--- config.mk ---
export PLATFORM = sky130hd
export DESIGN_NAME = div_tc_32_16
export DESIGN_NICKNAME = d
export VERILOG_FILES = /design/src/rtl/div_tc_32_16.sv
export SDC_FILE = /design/constraint.sdc
export NUM_CORES = 1
export LEC_CHECK = 0
export CAP_MARGIN = 30
export CORE_ASPECT_RATIO = 1.5
export CORE_UTILIZATION = 49
export DETAILED_ROUTE_END_ITERATION = 6
export PLACE_DENSITY_LB_ADDON = 0.1
export SLEW_MARGIN = 0
export SYNTH_ARGS = -nofsm -noshare
export SYNTH_HDL_FRONTEND = slang
export SYNTH_SLANG_ARGS = --single-unit
export TNS_END_PERCENT = 30
--- constraint.sdc ---
create_clock -name clk -period 7.97 [get_ports clk]
set_clock_uncertainty 0.15 [all_clocks]
set_input_delay 1.594 -clock clk [delete_from_list [all_inputs] [get_ports clk]]
set_output_delay 1.594 -clock clk [all_outputs]
set_load 0.02 [all_outputs]
--- src/rtl/div_tc_32_16.sv ---
// Sequential signed divider: 32-bit dividend / 16-bit divisor, one quotient bit per cycle.
// Optional macro DIV_ZERO_BYPASS_EN: a zero divisor skips the iteration phase.
module div_tc_32_16 (
  input  logic        clk,
  input  logic        rst,
  input  logic        in_valid,
  output logic        in_ready,
  input  logic [31:0] dividend,
  input  logic [15:0] divisor,
  output logic        out_valid,
  input  logic        out_ready,
  output logic [31:0] quotient,
  output logic [15:0] remainder,
  output logic        err
);

  typedef enum logic [1:0] {StIdle, StCalc, StFix, StDone} state_e;

  state_e      r_state;
  logic [31:0] r_q;
  logic [16:0] r_d;
  logic [16:0] r_prem;
  logic [4:0]  r_cnt;
  logic        r_sign_q;
  logic        r_sign_r;
  logic        r_dz;
  logic        r_ovf;
  logic [15:0] r_dvd_lo;
  logic        r_in_ready;
  logic        r_out_valid;
  logic [31:0] r_quotient;
  logic [15:0] r_remainder;
  logic        r_err;

  logic [31:0] w_dvd_mag;
  logic [16:0] w_dvs_mag;
  logic [17:0] w_shift;
  logic [17:0] w_d18;
  logic [17:0] w_trial;
  logic        w_qbit;
  logic [15:0] w_rem_mag;
  logic [31:0] w_q_signed;
  logic [15:0] w_r_signed;

  // |-2^31| stays 0x8000_0000 as an unsigned value; divisor magnitude needs 17 bits for -32768
  assign w_dvd_mag = dividend[31] ? (~dividend + 32'd1) : dividend;
  assign w_dvs_mag = divisor[15] ? (~{divisor[15], divisor} + 17'd1) : {1'b0, divisor};

  // Non-restoring step: shift in next dividend bit, add or subtract by sign of partial remainder
  assign w_shift = {r_prem, r_q[31]};
  assign w_d18   = {1'b0, r_d};
  assign w_trial = r_prem[16] ? (w_shift + w_d18) : (w_shift - w_d18);
  assign w_qbit  = ~w_trial[17];

  assign w_rem_mag  = r_prem[16] ? (r_prem[15:0] + r_d[15:0]) : r_prem[15:0];
  assign w_q_signed = r_sign_q ? (~r_q + 32'd1) : r_q;
  assign w_r_signed = r_sign_r ? (~w_rem_mag + 16'd1) : w_rem_mag;

  always_ff @(posedge clk) begin
    if (rst) begin
      r_state     <= StIdle;
      r_q         <= '0;
      r_d         <= '0;
      r_prem      <= '0;
      r_cnt       <= '0;
      r_sign_q    <= 1'b0;
      r_sign_r    <= 1'b0;
      r_dz        <= 1'b0;
      r_ovf       <= 1'b0;
      r_dvd_lo    <= '0;
      r_in_ready  <= 1'b1;
      r_out_valid <= 1'b0;
      r_quotient  <= '0;
      r_remainder <= '0;
      r_err       <= 1'b0;
    end else begin
      unique case (r_state)
        StIdle: begin
          if (in_valid) begin
            r_q        <= w_dvd_mag;
            r_d        <= w_dvs_mag;
            r_prem     <= '0;
            r_cnt      <= '0;
            r_sign_q   <= dividend[31] ^ divisor[15];
            r_sign_r   <= dividend[31];
            r_dz       <= (divisor == 16'h0000);
            r_ovf      <= (dividend == 32'h8000_0000) && (divisor == 16'hFFFF);
            r_dvd_lo   <= dividend[15:0];
            r_in_ready <= 1'b0;
`ifdef DIV_ZERO_BYPASS_EN
            r_state    <= (divisor == 16'h0000) ? StFix : StCalc;
`else
            r_state    <= StCalc;
`endif
          end
        end
        StCalc: begin
          r_prem <= w_trial[16:0];
          r_q    <= {r_q[30:0], w_qbit};
          r_cnt  <= r_cnt + 5'd1;
          if (r_cnt == 5'd31) begin
            r_state <= StFix;
          end
        end
        StFix: begin
          if (r_dz) begin
            r_quotient  <= r_sign_r ? 32'h8000_0000 : 32'h7FFF_FFFF;
            r_remainder <= r_dvd_lo;
            r_err       <= 1'b1;
          end else if (r_ovf) begin
            r_quotient  <= 32'h7FFF_FFFF;
            r_remainder <= '0;
            r_err       <= 1'b1;
          end else begin
            r_quotient  <= w_q_signed;
            r_remainder <= w_r_signed;
            r_err       <= 1'b0;
          end
          r_out_valid <= 1'b1;
          r_state     <= StDone;
        end
        StDone: begin
          if (out_ready) begin
            r_out_valid <= 1'b0;
            r_in_ready  <= 1'b1;
            r_state     <= StIdle;
          end
        end
        default: r_state <= StIdle;
      endcase
    end
  end

  assign in_ready  = r_in_ready;
  assign out_valid = r_out_valid;
  assign quotient  = r_quotient;
  assign remainder = r_remainder;
  assign err       = r_err;

endmodule

==> results.rst <==
.. list-table::
   :header-rows: 1

   * - Metric
     - Value
   * - Number of distinct standard cells referenced by the synthesized netlist
     - 71
   * - Routed vias
     - 8,875
   * - Fin crit period
     - 4410 ps
   * - Worst path setup slack after routing
     - 3560 ps
   * - Static leakage
     - 4.16 nW
   * - Worst-case vdd ir drop
     - 0.267 mV
   * - TritonCTS clock tree
     - done
   * - Sequence of cells on the critical path
     - clkdlybuf4s50_1 > nor3_1 > nand4_1 > or4_1 > nor4_1 > nand2_1 > o41ai_1 > xor2_1 > o21ai_0 > nand2_1 > a21oi_1
   * - Final nets
     - 1,349
   * - Initial antenna violation count
     - 0
   * - Final slew viol count
     - 0
   * - Die footprint
     - 19,700 um^2
   * - Cell type with the highest occurrence count on the critical path
     - nand2_1
   * - Worst Min Path Start
     - r_dvd_lo[5]
   * - Number of global-route vias before repair
     - 8,353
   * - R2R cell count
     - 14
   * - Startpoint type of the worst setup path
     - primary input
   * - Total met3 wirelength after detailed routing
     - 843 um
   * - Kind of path behind the tightest hold check
     - flop to flop
   * - Terminus of the critical flop-to-flop path
     - r_prem[16]
   * - Crit Path Category
     - primary input to flop
   * - Starting DRT DRC Count
     - 573
   * - WL/cell
     - 16.7 um
   * - Post-cts repair resize count
     - 0
   * - Number of max-cap violations
     - 0
   * - Fmax achieved
     - 0.227 GHz
   * - Yosys Warn Count
     - 0
   * - Total core area
     - 18,600 um^2
   * - Register area share after synthesis
     - 30.8%
   * - Residual antenna-violating net count after detailed routing
     - 0
   * - Clock slew at the register clock pins of the worst setup and hold paths
     - 70 ps
   * - Average size of a mapped cell
     - 7.88 um^2
   * - Post-synth top flop
     - dfxtp_1
   * - Inserted Diodes
     - 0
   * - Worst Path Required
     - 8180 ps
   * - Result of the run
     - finished with violations
   * - Violated checks
     - design-rule violations
   * - Register-to-register path setup slack
     - 3720 ps
   * - Starting Density
     - 50.3%
   * - Clock sink count
     - 144
   * - Critical path's largest stage delay
     - 520 ps
   * - Die Span X
     - 115 um
   * - Sum of negative setup slack
     - 0 ps
   * - Critical path endpoint category
     - flop
   * - Post-layout util
     - 60.3%
   * - CP max FO
     - 5
   * - Detailed-routing iteration count for the pre-antenna-repair pass
     - 7
   * - Max Buffers Root-to-Sink
     - 2
   * - Worst-path cell with the longest stage delay
     - or4_1
   * - Register cell area after layout
     - 2880 um^2
   * - PD cells
     - 384 nW/um^2
   * - Post-route insts no fill
     - 1,516
   * - Startpoint of the most critical register-to-register path
     - r_prem[16]
   * - Worst Hold Depth
     - 2
   * - Largest net degree at the start of global routing
     - 65
   * - Critical path arrival
     - 4620 ps
   * - Total CTS buffers
     - 17
   * - I/O pin total
     - 103
   * - Compound-cell area share of the yosys netlist
     - 25.5%
   * - Final number of setup-violating endpoints
     - 0
   * - Height of the die
     - 171 um
   * - Main combinational cell family by area after synthesis
     - compound AO/OA/AOI/OAI gates
   * - Tightest Pin Transition
     - 788 ps
   * - Post-synthesis share of cell area spent on xor and xnor gates
     - 11.0%
   * - Portion of netlist area occupied by mux cells
     - 0.868%
   * - Post-Syn Instances
     - 1,190
   * - First-pass GRT wire length
     - 41,200 um
   * - RSZ-0062 raised after global routing
     - no
   * - CTS H-tree depth
     - 4
   * - Number of hold buffers added after CTS
     - 0
   * - Relative max-transition margin
     - 47.4%
   * - Register bit count reported by yosys
     - 144
   * - Share of post-route cells with drive strength above 1
     - 5.62%
   * - Mapped Nets
     - 1,288
   * - Worst setup slack before clock tree synthesis
     - 3130 ps
   * - Final Wtd Congestion
     - 0.900
   * - Placed Instances
     - 1,483
   * - DRC
     - 2
   * - Async set-reset flop share out of synthesis
     - 0%
   * - Sum of routed wire length over all layers
     - 25,400 um
   * - Number of enable flip-flop cells after synthesis
     - 0
   * - Area of the mapped netlist
     - 9370 um^2
   * - Number of core rows
     - 61
   * - Area growth syn-to-layout
     - 19.8%
   * - Final Hold Fails
     - 0
   * - Count of fill cells added during filler insertion
     - 1,765
   * - Half-perimeter wire length after detailed placement
     - 18,800 um
   * - Clock latency on the worst-skew pair
     - 420 ps
   * - Max layer used
     - met4
   * - Global-route total usage across every layer
     - 26.5%
   * - Share of the clock period used by the worst path after layout
     - 55.4%
   * - Post-synthesis share of cell area spent on full adders, half adders and majority gates
     - 6.30%
   * - Root buf cell
     - clkbuf_16
   * - Area of combinational cells with multiple inputs
     - 6100 um^2
   * - GR Overflow Total
     - 0
   * - Buffers added on ports
     - 102
   * - Buffer count from post-CTS setup fixing
     - 0
   * - Average via count per standard cell
     - 5.85
   * - Endpoint of the worst hold-timing path
     - r_dvd_lo[5]
   * - WL met1
     - 10,100 um
   * - Detail Route met2 WL
     - 13,300 um
   * - Area share of and/or/nand/nor cells after synthesis
     - 21.3%
placed cells by master (no fill, tap or decap), types with 4 or more instances in the layout:
master and count:
nand2b_1 40, nand4_1 10, o31ai_1 25, o21ai_0 82, nand2_1 121, o21bai_1 4, or2_2 4, xor2_1 42
and3_1 8, nor3b_1 4, nand3_1 12, nor2b_1 7, a21oi_1 95, xnor2_1 76, mux2i_1 7, dfxtp_1 144
a22oi_1 25, nor4_1 12, nor3_1 26, or4_1 10, o211ai_1 4, clkdlybuf4s50_1 101, inv_6 7, a211oi_1 36
ha_1 43, and2_1 4, a21o_1 11, inv_1 31, clkbuf_16 17, or3_1 10, a222oi_1 25, nor2_1 120
nand3b_1 11, o41ai_1 6, buf_4 13
routing by layer:
layer	global-route usage (%)	vias to the layer above
met5	0	-
met4	14.5	0
met3	3.98	59
met2	49.3	221
met1	28.3	4159
li1	-	4436
cell families after synthesis:
kind of cell / after synthesis
AO/OA/AOI/OAI: 356
XOR/XNOR: 118
adder cells (fa/ha/maj): 46
buffers and inverters: 106
flip-flops: 144
multiplexers: 8
AND/OR/NAND/NOR: 412
cells in the mapped netlist, types with 4 or more instances:
library cell / number / area share (%)
and2_1: 4 / 0.27
xor2_1: 42 / 3.9
xnor2_1: 76 / 7.1
o21ai_0: 82 / 4.4
and3_1: 8 / 0.53
o21bai_1: 4 / 0.32
o211ai_1: 4 / 0.32
a21oi_1: 95 / 5.1
nor4_1: 12 / 0.80
nor3b_1: 4 / 0.32
or2_2: 4 / 0.27
mux2i_1: 7 / 0.75
a211oi_1: 36 / 2.9
a222oi_1: 25 / 2.7
or3_1: 10 / 0.67
nand3_1: 12 / 0.64
a22oi_1: 25 / 2.0
nand2_1: 121 / 4.8
clkbuf_1: 70 / 2.8
nand3b_1: 11 / 0.88
nor2_1: 121 / 4.8
nand2b_1: 40 / 2.7
nand4_1: 10 / 0.67
dfxtp_1: 144 / 31
nor3_1: 26 / 1.4
ha_1: 44 / 5.9
nor2b_1: 7 / 0.47
a21o_1: 11 / 0.88
o31ai_1: 25 / 2.0
o41ai_1: 6 / 0.56
inv_1: 31 / 1.2
or4_1: 10 / 0.80
power breakdown:
part / internal [W] / switching [W] / total, W / leakage [nW]
clock: 0.000504 / 0.000345 / 0.000848 / 0.304
combinational: 0.000988 / 0.00132 / 0.00231 / 2.69
sequential: 0.000910 / 0.000245 / 0.00116 / 1.17
how the worst max path moves through the flow:
stage	start	slack (ps)	end	depth (start not counted)
6_report	dividend[2]	3560	r_q[29]	11
5_1_grt	dividend[2]	3240	r_q[29]	11
4_1_cts	dividend[7]	3570	r_q[30]	11
3_5_place_dp	dividend[7]	3130	r_q[28]	10
3_3_place_gp	dividend[7]	3130	r_q[30]	11
2_1_floorplan	dividend[10]	3940	r_q[28]	8
metrics by stage:
stage               hold slack [ps]  total power [W]  instance area [um^2]
finish                          307          0.00431                 11200
floorplan                       286          0.00282                  9370
global route                    331          0.00464                 11200
CTS                             308          0.00431                 11200
detailed placement              299          0.00345                 10600
global placement                293          0.00342                 10500
state kept, by name, indices dropped and copies added (netlist names), 2 cells and up:
signal	flops
quotient	32
r_cnt	5
r_d	17
r_dvd_lo	16
r_prem	17
r_q	32
r_state	2
remainder	16
cell type report:
cell class              count  area share (%)
multi-input cells         940            54.3
flip-flops and latches    144            25.7
repair buffers            117            10.6
clock buffers              17            3.79
well taps                 252            2.81
clock inverters            15            1.74
inverters                  31            1.04
critical path, delay by kind of cell:
kind                      cells  cell delay [ps]
and+or+nand+nor               6             1700
buffers and inverters         1              500
xor gates and xnor gates      1              120
AOI/OAI and AO/OA             3              710
Note: power is estimated with default switching activity, not from simulation.
